**src/rtl/vga_axil_pkg.sv**
```systemverilog
// Shared types for the VGA AXI-lite control path: native bus types, the CSR
// address map, the CTRL field layout and register reset values.
package vga_axil_pkg;

   localparam int NATIVE_ADDR_W = 4;
   localparam int AXIL_DATA_W   = 32;

   typedef logic [NATIVE_ADDR_W-1:0] native_addr_t;
   typedef logic [AXIL_DATA_W-1:0]   axil_data_t;

   typedef enum logic [NATIVE_ADDR_W-1:0] {
      CSR_CTRL      = 4'd0,
      CSR_HACTIVE   = 4'd1,
      CSR_VACTIVE   = 4'd2,
      CSR_STATUS    = 4'd3,
      CSR_FRAME_CNT = 4'd4,
      CSR_ID        = 4'd5
   } csr_addr_e;

   typedef struct packed {
      logic irq_en;
      logic test_pattern;
      logic enable;
   } vga_ctrl_t;

   typedef enum int unsigned {
      STAT_FRAME_DONE = 0,
      STAT_UNDERFLOW  = 1
   } status_bit_e;

   localparam int CTRL_W    = 3;
   localparam int HACTIVE_W = 12;
   localparam int VACTIVE_W = 12;
   localparam int STATUS_W  = 2;

   localparam logic [CTRL_W-1:0]    CTRL_RST    = '0;
   localparam logic [HACTIVE_W-1:0] HACTIVE_RST = 12'd640;
   localparam logic [VACTIVE_W-1:0] VACTIVE_RST = 12'd480;

endpackage

```
**src/rtl/vga_csr_shadow_reg.sv**
```systemverilog
// Shadow/active register pair: software writes the shadow, the active copy
// picks up the shadow's current (pre-write) value on each commit cycle.
module vga_csr_shadow_reg #(
   parameter int               WIDTH       = 12,
   parameter logic [WIDTH-1:0] RESET_VALUE = '0
) (
   input  logic             i_clk,
   input  logic             i_rst,
   input  logic             i_we,
   input  logic [WIDTH-1:0] i_wdata,
   input  logic             i_commit,
   output logic [WIDTH-1:0] o_shadow,
   output logic [WIDTH-1:0] o_active
);

   logic [WIDTH-1:0] r_shadow;
   logic [WIDTH-1:0] r_active;

   always_ff @(posedge i_clk or posedge i_rst) begin
      if (i_rst) begin
         r_shadow <= RESET_VALUE;
         r_active <= RESET_VALUE;
      end else begin
         if (i_we)
            r_shadow <= i_wdata;
         if (i_commit)
            r_active <= r_shadow;
      end
   end

   assign o_shadow = r_shadow;
   assign o_active = r_active;

endmodule

```
**src/rtl/vga_csr_bank.sv**
```systemverilog
// Native-side CSR bank for the VGA timing core: shadowed timing/config
// registers committed at frame boundaries, W1C status, frame counter, IRQ.
module vga_csr_bank
   import vga_axil_pkg::*;
#(
   parameter int          NATIVE_ADDR_WIDTH = 4,
   parameter int          DATA_WIDTH        = 32,
   parameter logic [31:0] ID_VALUE          = 32'h5647_4101
) (
   input  logic                         clk_i,
   input  logic                         arst_i,
   input  logic                         write_en_i,
   input  logic [NATIVE_ADDR_WIDTH-1:0] addr_write_i,
   input  logic [DATA_WIDTH-1:0]        wdata_i,
   input  logic                         read_en_i,
   input  logic [NATIVE_ADDR_WIDTH-1:0] addr_read_i,
   output logic [DATA_WIDTH-1:0]        rdata_o,
   input  logic                         frame_start_i,
   input  logic                         underflow_i,
   output logic [2:0]                   ctrl_o,
   output logic [11:0]                  hactive_o,
   output logic [11:0]                  vactive_o,
   output logic                         irq_o
);

   logic                  w_wr_ctrl;
   logic                  w_wr_hactive;
   logic                  w_wr_vactive;
   logic                  w_wr_status;
   logic                  w_commit;
   logic [CTRL_W-1:0]     w_ctrl_shadow;
   logic [CTRL_W-1:0]     w_ctrl_active_bits;
   vga_ctrl_t             w_ctrl_active;
   logic [HACTIVE_W-1:0]  w_hactive_shadow;
   logic [VACTIVE_W-1:0]  w_vactive_shadow;
   logic [STATUS_W-1:0]   w_status_set;
   logic [STATUS_W-1:0]   w_status_clr;
   logic [DATA_WIDTH-1:0] w_rdata_next;
   logic                  w_unused_wdata;

   logic [STATUS_W-1:0]   r_status;
   logic [31:0]           r_frame_cnt;
   logic [DATA_WIDTH-1:0] r_rdata;
   logic                  r_irq;

   assign w_wr_ctrl    = write_en_i && (addr_write_i == NATIVE_ADDR_WIDTH'(CSR_CTRL));
   assign w_wr_hactive = write_en_i && (addr_write_i == NATIVE_ADDR_WIDTH'(CSR_HACTIVE));
   assign w_wr_vactive = write_en_i && (addr_write_i == NATIVE_ADDR_WIDTH'(CSR_VACTIVE));
   assign w_wr_status  = write_en_i && (addr_write_i == NATIVE_ADDR_WIDTH'(CSR_STATUS));

   // While the core is disabled, shadows flow straight through every cycle.
   assign w_ctrl_active = vga_ctrl_t'(w_ctrl_active_bits);
   assign w_commit      = frame_start_i || !w_ctrl_active.enable;

   vga_csr_shadow_reg #(.WIDTH(CTRL_W), .RESET_VALUE(CTRL_RST)) u_ctrl (
      .i_clk    (clk_i),
      .i_rst    (arst_i),
      .i_we     (w_wr_ctrl),
      .i_wdata  (wdata_i[CTRL_W-1:0]),
      .i_commit (w_commit),
      .o_shadow (w_ctrl_shadow),
      .o_active (w_ctrl_active_bits)
   );

   vga_csr_shadow_reg #(.WIDTH(HACTIVE_W), .RESET_VALUE(HACTIVE_RST)) u_hactive (
      .i_clk    (clk_i),
      .i_rst    (arst_i),
      .i_we     (w_wr_hactive),
      .i_wdata  (wdata_i[HACTIVE_W-1:0]),
      .i_commit (w_commit),
      .o_shadow (w_hactive_shadow),
      .o_active (hactive_o)
   );

   vga_csr_shadow_reg #(.WIDTH(VACTIVE_W), .RESET_VALUE(VACTIVE_RST)) u_vactive (
      .i_clk    (clk_i),
      .i_rst    (arst_i),
      .i_we     (w_wr_vactive),
      .i_wdata  (wdata_i[VACTIVE_W-1:0]),
      .i_commit (w_commit),
      .o_shadow (w_vactive_shadow),
      .o_active (vactive_o)
   );

   assign w_unused_wdata = ^wdata_i[DATA_WIDTH-1:HACTIVE_W];

   always_comb begin
      w_status_set                  = '0;
      w_status_set[STAT_FRAME_DONE] = frame_start_i;
      w_status_set[STAT_UNDERFLOW]  = underflow_i;
      w_status_clr                  = w_wr_status ? wdata_i[STATUS_W-1:0] : '0;
   end

   // Hardware set is OR-ed after the clear so a coincident event is never lost.
   always_ff @(posedge clk_i or posedge arst_i) begin
      if (arst_i) begin
         r_status    <= '0;
         r_frame_cnt <= '0;
         r_irq       <= 1'b0;
      end else begin
         r_status <= (r_status & ~w_status_clr) | w_status_set;
         if (frame_start_i)
            r_frame_cnt <= r_frame_cnt + 32'd1;
         r_irq <= w_ctrl_active.irq_en && (|r_status);
      end
   end

   always_comb begin
      w_rdata_next = '0;
      case (addr_read_i)
         NATIVE_ADDR_WIDTH'(CSR_CTRL):      w_rdata_next = DATA_WIDTH'(w_ctrl_shadow);
         NATIVE_ADDR_WIDTH'(CSR_HACTIVE):   w_rdata_next = DATA_WIDTH'(w_hactive_shadow);
         NATIVE_ADDR_WIDTH'(CSR_VACTIVE):   w_rdata_next = DATA_WIDTH'(w_vactive_shadow);
         NATIVE_ADDR_WIDTH'(CSR_STATUS):    w_rdata_next = DATA_WIDTH'(r_status);
         NATIVE_ADDR_WIDTH'(CSR_FRAME_CNT): w_rdata_next = DATA_WIDTH'(r_frame_cnt);
         NATIVE_ADDR_WIDTH'(CSR_ID):        w_rdata_next = DATA_WIDTH'(ID_VALUE);
         default:                           w_rdata_next = '0;
      endcase
   end

   always_ff @(posedge clk_i or posedge arst_i) begin
      if (arst_i)
         r_rdata <= '0;
      else if (read_en_i)
         r_rdata <= w_rdata_next;
   end

   assign rdata_o = r_rdata;
   assign ctrl_o  = w_ctrl_active_bits;
   assign irq_o   = r_irq;

endmodule

```
**config.mk**
```make
export PLATFORM = sky130hd
export DESIGN_NAME = vga_csr_bank
export DESIGN_NICKNAME = d
export VERILOG_FILES = /design/src/rtl/vga_axil_pkg.sv /design/src/rtl/vga_csr_shadow_reg.sv /design/src/rtl/vga_csr_bank.sv
export SDC_FILE = /design/constraint.sdc
export NUM_CORES = 1
export LEC_CHECK = 0
export CELL_PAD_IN_SITES_DETAIL_PLACEMENT = 0
export CELL_PAD_IN_SITES_GLOBAL_PLACEMENT = 1
export CORE_ASPECT_RATIO = 0.9
export CORE_MARGIN = 1
export CORE_UTILIZATION = 41
export DETAILED_ROUTE_END_ITERATION = 7
export PLACE_DENSITY_LB_ADDON = 0.12
export RECOVER_POWER = 100
export SETUP_SLACK_MARGIN = 0.02
export SYNTH_ARGS = -nofsm -noshare
export SYNTH_HDL_FRONTEND = slang
export SYNTH_SLANG_ARGS = --single-unit
```
**constraint.sdc**
```tcl
create_clock -name clk_i -period 5.35 [get_ports clk_i]
set_clock_uncertainty 0.15 [all_clocks]
set_input_delay 1.07 -clock clk_i [delete_from_list [all_inputs] [get_ports clk_i]]
set_output_delay 1.07 -clock clk_i [all_outputs]
set_load 0.05 [all_outputs]
```
==> reports/qor.csv <==
stage;metric;value;unit
placed_design;post-DP HPWL;7600;µm
detailed_routing;DR pass1 iterations;5;
power;peak supply drop;0.277;mV
critical_path;crit path launch;read_en_i;
floorplan;row count;38;
detailed_routing;DRC violations left;0;
floorplan;Die H;108;µm
logic_synthesis;mux cell area share after synthesis;13.0;%
global_route;largest net degree at the start of global routing;51;
clock_tree;postcts setup bufs;0;
logic_synthesis;Post-Synth Adder-Cell Area;0.245;%
clock_tree;Clock Latency Late Sink;400;ps
logic_synthesis;post-synthesis compound-gate area fraction;7.26;%
critical_path;CP Buf/Inv Count;3;
sta;Rel. slew slack;-48.8;%
logic_synthesis;post-synthesis cell count;404;
logic_synthesis;Seq/Total Area, Yosys;59.6;%
floorplan;core area;12100;µm²
clock_tree;CTS tree;built;
clock_tree;H-tree depth;4;
global_route;first-pass GRT wire length;18700;µm
sta;post-layout min period;3840;ps
cells_and_area;area grow syn2layout;31.2;%
sta;RSZ-0062 raised after global routing;no;
clock_tree;root buf cell;clkbuf_16;
critical_path;critical path, cell by cell;clkdlybuf4s50_1 > clkbuf_1 > inv_1 > a31oi_1 > a21oi_1;
critical_path;element type at the critical path end;flip-flop;
global_route;vias in the first global route;3522;
logic_synthesis;largest family of logic cells by synthesized area;multiplexers;
logic_synthesis;post-synth design cell area;5100;µm²
critical_path;CP endpoint;rdata_o[16]$_DFFE_PP0P_;
cells_and_area;Register Area;3040;µm²
run_status;outcome;complete, but fails checks;
detailed_routing;Routed Antenna Nets;0;
critical_path;crit path launch type;input port;
clock_tree;Post-CTS Hold Buffers;0;
floorplan;Initial Util;42.3;%
critical_path;R2R cell count;3;
logic_synthesis;synth unique cells;45;
cells_and_area;NumNets Final;541;
sta;final setup TNS;0;ps
logic_synthesis;Post-synth EDFFs;0;
logic_synthesis;top-area cell type share of the netlist area;53.5;%
cells_and_area;most common cell after layout, fill and taps aside;dfrtp_1;
floorplan;I/O pin total;106;
floorplan;Die W;120;µm
critical_path;Worst R2R Setup Slack;3080;ps
logic_synthesis;syn_area_per_cell;12.6;µm²
critical_path;Critical Path Fanout Max;32;
detailed_routing;vias;3440;
critical_path;Crit path max-delay family;buffers and inverters;
detailed_routing;1st-iter DRT viols;198;
critical_path;worst path arrival time;3930;ps
power;Total Power;3.05;mW
logic_synthesis;asr flop ratio synth;100;%
logic_synthesis;YS warnings;0;
cells_and_area;area of the multi-input gates;1910;µm²
cells_and_area;layout cell share with drive strength beyond 1;20.9;%
cells_and_area;antenna cells;0;
logic_synthesis;xor/xnor share of the synthesized area;5.32;%
cells_and_area;most frequent cells in the layout;dfrtp_1 (109), dlygate4sd3_1 (64), mux2_2 (55), nand2_1 (22), nand3_1 (22);
sta;count of pins over their slew limit;79;
critical_path;R2R Path End;u_hactive.o_active[2]$_DFFE_PP0P_;
sta;worst slew pin tran;2220;ps
placed_design;Routability Congestion;0.785;
clock_tree;cts repair resizes;0;
run_status;failing checks;max-capacitance violations, max-slew violations;
cells_and_area;Final Cell Area;6690;µm²
logic_synthesis;simple-gate share of the synthesized area;11.7;%
sta;worst hold margin;318;ps
sta;Setup violations, final;0;
clock_tree;Sink Count;121;
critical_path;r2r startpoint;u_ctrl.o_active[0]$_DFFE_PP0P_;
detailed_routing;DRT Wirelength;11000;µm
sta;period utilization;71.9;%
global_route;GRT Residual Overflow;0;
run;Max Cap Viol;2;
floorplan;die area;12900;µm²
detailed_routing;drt wl/cell;16.5;µm
critical_path;Crit Path Category;in2reg;
power;Leak;2.91;nW
placed_design;PortBufs;85;
cells_and_area;post-route core utilization;55.4;%
global_route;GR Util All Layers;19.0;%
sta;max frequency;0.260;GHz
clock_tree;CTS max path bufs;2;
clock_tree;CTS Buf Count;17;
clock_tree;CTS clk-pin slew, worst paths;50;ps
power;Power per Cell Area;456;nW/µm²
global_route;initial antenna violation count;0;
logic_synthesis;Synth Flop Type;dfrtp_1;
sta;Final Hold Violating Endpoints;0;
critical_path;critical path depth;5;
critical_path;CP max stage delay;860;ps
critical_path;CP required;5440;ps
cells_and_area;filler cell count;1073;
worst_hold_path;class of the worst hold path;reg2reg;
critical_path;CP max-delay cell;clkbuf_1;
worst_hold_path;worst hold start;r_frame_cnt[31]$_DFFE_PP0P_;
logic_synthesis;largest cells by area after synthesis;dfrtp_1 (53%), mux2_2 (12%), dfstp_2 (6.2%);
placed_design;placed cell area;6120;µm²
logic_synthesis;register bit total from synthesis;121;
logic_synthesis;syn_nets;451;
logic_synthesis;post-synth top area cell;dfrtp_1;
detailed_routing;drt via density;5.17;
state kept, by name (all words and copies together) (netlist names):
| signal | count |
|---|---|
| r_status | 2 |
| u_vactive.o_shadow | 12 |
| u_ctrl.o_active | 3 |
| irq_o | 1 |
| u_vactive.o_active | 12 |
| rdata_o | 32 |
| r_frame_cnt | 32 |
| u_hactive.o_shadow | 12 |
| u_ctrl.o_shadow | 3 |
| u_hactive.o_active | 12 |
worst register-to-register path, stage by stage, from the launching register on:
cell and delay [ps]:
dfrtp_1 330, nor2b_2 120, clkbuf_1 1100, mux2_2 440
through the flow:
step                instances  setup WS, ps
floorplan                 404           936
global placement          635          2030
detailed placement        635          1960
CTS                       666          2390
global route              666          1110
finish                    666          1510
power breakdown:
part	switching, mW	leakage [nW]	total, mW	internal [mW]
logic	0.426	1.09	0.682	0.257
registers	0.123	1.53	1.21	1.09
clock network	0.381	0.299	1.16	0.776
cells by family after synthesis:
family,Yosys count
flops,121
buf+inv,35
compound gates,52
xor+xnor,31
mux,58
simple gates,106
fa+ha+maj,1
cells in the mapped netlist, types with 12 or more instances:
| library cell | instances |
|---|---|
| dfrtp_1 | 109 |
| dfstp_2 | 12 |
| inv_1 | 15 |
| mux2_2 | 55 |
| nand2_1 | 22 |
| nand3_1 | 21 |
| nor2_1 | 16 |
| o21ai_0 | 14 |
| o2bb2ai_1 | 12 |
| xnor2_1 | 17 |
| xor2_1 | 14 |
cell type report:
cell class / count / area share (%)
inverter: 15 / 0.860
sequential: 121 / 45.5
timing repair buffer: 91 / 13.2
multi-input combinational: 248 / 28.5
clock buffer: 23 / 7.29
tap: 160 / 2.99
clock inverter: 8 / 1.76
per-layer routing:
layer	wire (µm)	track usage (%)
met1	5440	27.2
met2	5000	27.9
met3	480	5.56
met4	70	5.09
met5	0	0
how the worst min path moves through the flow:
stage	endpoint	cells after the start
6_report	r_frame_cnt[31]$_DFFE_PP0P_	1
5_1_grt	r_frame_cnt[31]$_DFFE_PP0P_	1
4_1_cts	r_frame_cnt[31]$_DFFE_PP0P_	1
3_5_place_dp	r_frame_cnt[31]$_DFFE_PP0P_	1
3_3_place_gp	r_frame_cnt[31]$_DFFE_PP0P_	1
2_1_floorplan	r_frame_cnt[31]$_DFFE_PP0P_	1
(Power assumes the default switching activity.)
